<file path="config.mk">
export PLATFORM = sky130hd
export DESIGN_NAME = adc_scan_scheduler_flat
export DESIGN_NICKNAME = d
export VERILOG_FILES = /design/src/rtl/adc_scan_scheduler_if.sv /design/src/rtl/adc_scan_scheduler.sv /design/src/flat_wrapper.sv
export SDC_FILE = /design/constraint.sdc
export NUM_CORES = 1
export LEC_CHECK = 0
export BUFFER_PORTS_ARGS = -buffer_cell sky130_fd_sc_hd__buf_2
export CAP_MARGIN = 10
export CORE_UTILIZATION = 35
export DETAILED_ROUTE_END_ITERATION = 12
export PLACE_DENSITY = 0.55
export SYNTH_ARGS = -nofsm -noshare
export SYNTH_HDL_FRONTEND = slang
export SYNTH_SLANG_ARGS = --single-unit
</file>
<file path="constraint.sdc">
create_clock -name clk_50M -period 4.1 [get_ports clk_50M]
set_input_delay 0.82 -clock clk_50M [delete_from_list [all_inputs] [get_ports clk_50M]]
set_output_delay 0.82 -clock clk_50M [all_outputs]
set_load 0.01 [all_outputs]
</file>
<file path="src/rtl/adc_scan_scheduler_if.sv">
// Signal bundle between the ADC scan scheduler, the sensor requesters and the ADC pins.
interface adc_scan_scheduler_if;
  logic [7:0]  req;
  logic [7:0]  pending;
  logic        busy;
  logic        data_valid;
  logic [2:0]  data_ch;
  logic [11:0] data_out;
  logic        adc_cs_n;
  logic        adc_sck;
  logic        adc_din;
  logic        adc_dout;

  modport master (
    input  req, adc_dout,
    output pending, busy, data_valid, data_ch, data_out, adc_cs_n, adc_sck, adc_din
  );

  modport slave (
    output req, adc_dout,
    input  pending, busy, data_valid, data_ch, data_out, adc_cs_n, adc_sck, adc_din
  );
endinterface

</file>
<file path="src/rtl/adc_scan_scheduler.sv">
// Round-robin scheduler sharing one 8-channel serial ADC (16-SCLK frames) between 8 requesters.
// state | meaning: IDLE wait/arbitrate, SETUP cs low sck high, SHIFT 16 sck periods, HOLD sck high tail, GAP cs high + publish
module adc_scan_scheduler #(
  parameter int unsigned SCK_HALF = 8,
  parameter int unsigned CS_GAP   = 8
) (
  input  logic clk_50M,
  input  logic reset,
  adc_scan_scheduler_if.master bus
);

  typedef enum logic [2:0] {IDLE, SETUP, SHIFT, HOLD, GAP} state_t;

  localparam int unsigned CNT_MAX = (SCK_HALF > CS_GAP) ? SCK_HALF : CS_GAP;
  localparam int unsigned CW      = $clog2(CNT_MAX + 1);
  localparam logic [CW-1:0] HALF_LD = CW'(SCK_HALF - 1);
  localparam logic [CW-1:0] GAP_LD  = CW'(CS_GAP - 1);

  state_t        state, state_d;
  logic [CW-1:0] cnt, cnt_d;
  logic [4:0]    bit_idx, bit_idx_d;
  logic [2:0]    cur_addr, cur_addr_d;
  logic [2:0]    prev_addr, prev_addr_d;
  logic [2:0]    rr_ptr, rr_ptr_d;
  logic [11:0]   shreg, shreg_d;
  logic [7:0]    pending, pending_d;
  logic          busy, busy_d;
  logic          data_valid, data_valid_d;
  logic [2:0]    data_ch, data_ch_d;
  logic [11:0]   data_out, data_out_d;
  logic          cs_n, cs_n_d;
  logic          sck, sck_d;
  logic          din, din_d;

  logic [7:0]    clr;
  logic [2:0]    cand;
  logic [2:0]    win;
  logic          win_found;
  logic [4:0]    nb;

  always_comb begin
    state_d      = state;
    cnt_d        = cnt;
    bit_idx_d    = bit_idx;
    cur_addr_d   = cur_addr;
    prev_addr_d  = prev_addr;
    rr_ptr_d     = rr_ptr;
    shreg_d      = shreg;
    busy_d       = busy;
    data_valid_d = 1'b0;
    data_ch_d    = data_ch;
    data_out_d   = data_out;
    cs_n_d       = cs_n;
    sck_d        = sck;
    din_d        = din;
    clr          = '0;
    cand         = '0;
    win          = '0;
    win_found    = 1'b0;
    nb           = bit_idx + 5'd1;

    // Search starts one past the last winner; i == 8 wraps back onto rr_ptr itself.
    for (int i = 1; i <= 8; i++) begin
      cand = rr_ptr + 3'(i);
      if (!win_found && pending[cand]) begin
        win_found = 1'b1;
        win       = cand;
      end
    end

    case (state)
      IDLE: begin
        if (win_found) begin
          cur_addr_d = win;
          rr_ptr_d   = win;
          cs_n_d     = 1'b0;
          busy_d     = 1'b1;
          bit_idx_d  = '0;
          cnt_d      = HALF_LD;
          state_d    = SETUP;
        end
      end
      SETUP, SHIFT: begin
        if (cnt != '0) begin
          cnt_d = cnt - CW'(1);
        end else begin
          cnt_d = HALF_LD;
          if (state == SHIFT && !sck) begin
            sck_d = 1'b1;
            if (bit_idx >= 5'd5) shreg_d = {shreg[10:0], bus.adc_dout};
          end else if (bit_idx == 5'd16) begin
            state_d = HOLD;
          end else begin
            sck_d     = 1'b0;
            bit_idx_d = nb;
            state_d   = SHIFT;
            din_d     = (nb == 5'd3) ? cur_addr[2] :
                        (nb == 5'd4) ? cur_addr[1] :
                        (nb == 5'd5) ? cur_addr[0] : 1'b0;
          end
        end
      end
      HOLD: begin
        if (cnt != '0) begin
          cnt_d = cnt - CW'(1);
        end else begin
          cs_n_d  = 1'b1;
          cnt_d   = GAP_LD;
          state_d = GAP;
          // The shifted result is the conversion requested by the previous frame.
          if (pending[prev_addr]) begin
            data_valid_d   = 1'b1;
            data_ch_d      = prev_addr;
            data_out_d     = shreg;
            clr[prev_addr] = 1'b1;
          end
          prev_addr_d = cur_addr;
        end
      end
      GAP: begin
        if (cnt != '0) begin
          cnt_d = cnt - CW'(1);
        end else begin
          busy_d  = 1'b0;
          state_d = IDLE;
        end
      end
      default: state_d = IDLE;
    endcase

    pending_d = (pending & ~clr) | bus.req;
  end

  always_ff @(posedge clk_50M) begin
    if (reset) begin
      state      <= IDLE;
      cnt        <= '0;
      bit_idx    <= '0;
      cur_addr   <= '0;
      prev_addr  <= '0;
      rr_ptr     <= 3'd7;
      shreg      <= '0;
      pending    <= '0;
      busy       <= 1'b0;
      data_valid <= 1'b0;
      data_ch    <= '0;
      data_out   <= '0;
      cs_n       <= 1'b1;
      sck        <= 1'b1;
      din        <= 1'b0;
    end else begin
      state      <= state_d;
      cnt        <= cnt_d;
      bit_idx    <= bit_idx_d;
      cur_addr   <= cur_addr_d;
      prev_addr  <= prev_addr_d;
      rr_ptr     <= rr_ptr_d;
      shreg      <= shreg_d;
      pending    <= pending_d;
      busy       <= busy_d;
      data_valid <= data_valid_d;
      data_ch    <= data_ch_d;
      data_out   <= data_out_d;
      cs_n       <= cs_n_d;
      sck        <= sck_d;
      din        <= din_d;
    end
  end

  assign bus.pending    = pending;
  assign bus.busy       = busy;
  assign bus.data_valid = data_valid;
  assign bus.data_ch    = data_ch;
  assign bus.data_out   = data_out;
  assign bus.adc_cs_n   = cs_n;
  assign bus.adc_sck    = sck;
  assign bus.adc_din    = din;

endmodule

</file>
<file path="src/flat_wrapper.sv">
// flat-port wrapper written by rule: the top's interface ports become plain ports
module adc_scan_scheduler_flat 
#(
  parameter int unsigned SCK_HALF = 8,
  parameter int unsigned CS_GAP   = 8
)
  (clk_50M, reset, bus_req, bus_adc_dout, bus_pending, bus_busy, bus_data_valid, bus_data_ch, bus_data_out, bus_adc_cs_n, bus_adc_sck, bus_adc_din);
  adc_scan_scheduler_if bus_i ();
  input  logic clk_50M;
  input  logic reset;
  input wire logic [$bits(bus_i.req)-1:0] bus_req;
  input wire logic [$bits(bus_i.adc_dout)-1:0] bus_adc_dout;
  output wire logic [$bits(bus_i.pending)-1:0] bus_pending;
  output wire logic [$bits(bus_i.busy)-1:0] bus_busy;
  output wire logic [$bits(bus_i.data_valid)-1:0] bus_data_valid;
  output wire logic [$bits(bus_i.data_ch)-1:0] bus_data_ch;
  output wire logic [$bits(bus_i.data_out)-1:0] bus_data_out;
  output wire logic [$bits(bus_i.adc_cs_n)-1:0] bus_adc_cs_n;
  output wire logic [$bits(bus_i.adc_sck)-1:0] bus_adc_sck;
  output wire logic [$bits(bus_i.adc_din)-1:0] bus_adc_din;
  assign bus_i.req = bus_req;
  assign bus_i.adc_dout = bus_adc_dout;
  assign bus_pending = bus_i.pending;
  assign bus_busy = bus_i.busy;
  assign bus_data_valid = bus_i.data_valid;
  assign bus_data_ch = bus_i.data_ch;
  assign bus_data_out = bus_i.data_out;
  assign bus_adc_cs_n = bus_i.adc_cs_n;
  assign bus_adc_sck = bus_i.adc_sck;
  assign bus_adc_din = bus_i.adc_din;
  adc_scan_scheduler #(.SCK_HALF(SCK_HALF), .CS_GAP(CS_GAP)) u_core (.clk_50M(clk_50M), .reset(reset), .bus(bus_i));
endmodule
</file>
==> results.toml <==
[place]
globalplace.congestion = 0.851
dp_hpwl_microns = 6080
place_area_sq_um = 4010
port_buffers = 38

[cts]
tritoncts = "done"
cts_buffers = 9
postCtsSetupBuffers = 0
clk_latency_ns = 0.33
clk_pin_slew_ns = 0.07
postCtsHoldBufs = 0
clock_path_buffers = 2
ctsResizeCount = 0
htree_levels = 3
clock-sinks = 61
cts_root_buf = "clkbuf_8"

[critical_path]
worst_ep_required_time_ns = 4.33
crit_fanout = 16
ff2ff_path_depth = 8
endpoint_kind = "register"
cp-start-kind = "register"
ff2ff_setup_slack_ns = 0.88
crit_type = "register to register"
crit_arrival_ns = 3.46
rr_endpoint = "u_core.cur_addr[1]"
r2r_start = "u_core.rr_ptr[1]"

[logic_synthesis]
synth_area_sq_um = 3750
synth_edf_count = 0
yosysWarnings = 0
synth_top_flop_cell = "dfxtp_1"
synth_cell_types = 66
synth_nets = 434
ys_seq_area_share_pct = 32.6
synth_seq_cells = 61
syn_avg_cell_area_sq_um = 9.03
synthCells = 415
async_reset_ff_share_pct = 0

[timing]
slew-limit-headroom_pct = 38.1
period_needed_ns = 3.22
worstMarginPinSlew_ns = 0.928
tns_ns = 0
max_freq_mhz = 310
maxSlewViolCount = 0
rsz0062_at_grt = "false"
clock_skew_ns = 0.0149
finalHoldViolCount = 0
setup_violations = 0
period_share_pct = 78.6

[routing]
postRouteAntennaNets = 0
drt_wl_total_microns = 8790
dr.pass1.iters = 5
drc = 0
wl_per_cell_microns = 15.1
dr_total_vias = 3139
drt-vias-per-instance = 5.39
drt_iter0_drc = 200

[die]
io_pins = 39
initial_core_util_pct = 36.1
rows = 37
die_y_microns = 105
core_area_sq_um = 10400
die_w_microns = 105
die_area_sq_um = 11100

[final_layout]
fin_nets = 461
drive_gt1_share_pct = 22.6
areaGrowthSynthToFinish_pct = 13.7
postLayoutCoreUtil_pct = 41.1
diodes = 0
fin_area_sq_um = 4260

[run]
drv_cap = 0

[global_routing]
grt_max_degree = 53
antenna_found_initial = 0
track_usage_pct = 16.5
grt_pass1_vias = 3095
grt_pass1_wl_microns = 14900
overflow = 0

[power_and_ir_drop]
power_leakage_nw = 1.64
ir_drop_mv = 0.258
powerDensity_nw_per_um2 = 697

[status]
status = "complete, no violations"

[min_path]
min_from = "u_core.bus.adc_din"
whs_endpoint = "u_core.bus.adc_din"
min_path_type = "register to register"
whs_path_depth = 2
## cell usage in the layout (no fill, tap or decap), types with 7 or more instances in the layout
cell | Yosys | layout
mux2_2 | 9 | 9
ha_1 | 8 | 8
o21ai_0 | 19 | 19
buf_2 | 6 | 38
clkbuf_8 | 0 | 11
dfxtp_1 | 61 | 61
nor2_1 | 47 | 47
a31oi_1 | 12 | 12
nand2_1 | 26 | 26
a21oi_1 | 28 | 28
inv_1 | 25 | 25
mux2i_1 | 38 | 38
nor3_1 | 7 | 7
mux4_2 | 13 | 13
## power by group
| part | total, W | internal, W | switching, W |
|---|---|---|---|
| logic | 0.00154 | 0.000653 | 0.000890 |
| clock network | 0.000658 | 0.000433 | 0.000225 |
| registers | 0.000769 | 0.000660 | 0.000109 |
## area by class of cell
cell class                      instances  area [sq um]
Multi-Input combinational cell        300          2290
Fill cell                            1063          6110
Inverter                               26          97.6
Clock inverter                          4          95.1
Timing Repair Buffer                   44           235
Sequential cell                        61          1220
Tap cell                              136           170
Clock buffer                           11           151
## cell usage after synthesis (3+ instances only)
master,n,area (sq um)
a21oi_1,28,140
buf_2,6,30.0
nor2b_1,4,25.0
a221oi_1,5,43.8
a211oi_1,5,37.5
nand2_1,26,97.6
inv_1,25,93.8
and2_1,3,18.8
clkbuf_1,16,60.1
o21ai_2,3,26.3
a31oi_1,12,75.1
xnor2_1,5,43.8
mux4_2,13,293
mux2i_1,38,380
o21ai_0,19,95.1
nand2b_1,6,37.5
nor4_1,6,37.5
nor3_1,7,35.0
mux2_2,9,101
o31ai_1,4,30.0
o21ai_1,3,15.0
ha_1,8,100
dfxtp_1,61,1220
nor2_1,47,176
## worst max-delay path by stage
stage                startpoint                  to  slack, ns  cells after the start
2_1_floorplan  u_core.rr_ptr[0]  u_core.cur_addr[1]       0.93                     11
3_3_place_gp   u_core.rr_ptr[0]  u_core.cur_addr[1]       1.02                      8
3_5_place_dp   u_core.rr_ptr[1]  u_core.cur_addr[1]       0.94                      8
4_1_cts        u_core.rr_ptr[1]  u_core.cur_addr[1]       0.91                      8
5_1_grt        u_core.rr_ptr[1]  u_core.cur_addr[1]       0.61                      8
6_report       u_core.rr_ptr[1]  u_core.cur_addr[1]       0.88                      8
## logic make-up after synthesis
| logic type | Yosys count | share of synthesized area, % |
|---|---|---|
| compound gates | 105 | 19.4 |
| xor+xnor | 8 | 2.07 |
| simple gates | 116 | 15.1 |
| fa+ha+maj | 8 | 2.67 |
| mux | 63 | 21.7 |
| flops | 61 | 32.6 |
| buf+inv | 54 | 6.51 |
## state kept, by name (all words and copies together) (netlist names), 3 cells and up
name / count
u_core.bus.data_ch: 3
u_core.bus.pending: 8
u_core.state: 3
u_core.rr_ptr: 3
u_core.cnt: 4
u_core.bit_idx: 5
u_core.shreg: 12
u_core.bus.data_out: 12
u_core.cur_addr: 3
u_core.prev_addr: 3
## per-stage QoR
| step | hold WS (ns) | std cells | total power, W | worst slack (ns) |
|---|---|---|---|---|
| after floorplan | 0.441 | 415 | 0.00204 | 0.926 |
| after global placement | 0.443 | 567 | 0.00229 | 1.02 |
| after detailed placement | 0.449 | 567 | 0.00230 | 0.940 |
| after CTS | 0.462 | 582 | 0.00297 | 0.908 |
| after global routing | 0.487 | 582 | 0.00317 | 0.610 |
| final | 0.460 | 582 | 0.00297 | 0.877 |
## worst max-delay path, stage by stage, from the launching register on
cell	delay (ns)
dfxtp_1	0.33
inv_1	0.12
ha_1	0.61
mux4_2	0.63
mux2i_1	0.28
and4b_1	0.45
a31o_4	0.36
a211oi_1	0.12
a211oi_1	0.23
## metal layers
| metal | part of all wire, % | GRT usage [%] |
|---|---|---|
| met5 | 0 | 0 |
| met4 | 1.3 | 6.34 |
| met3 | 4.3 | 3.77 |
| met2 | 48 | 26.9 |
| met1 | 47 | 21.2 |
Note: power is estimated with default switching activity, not from simulation.
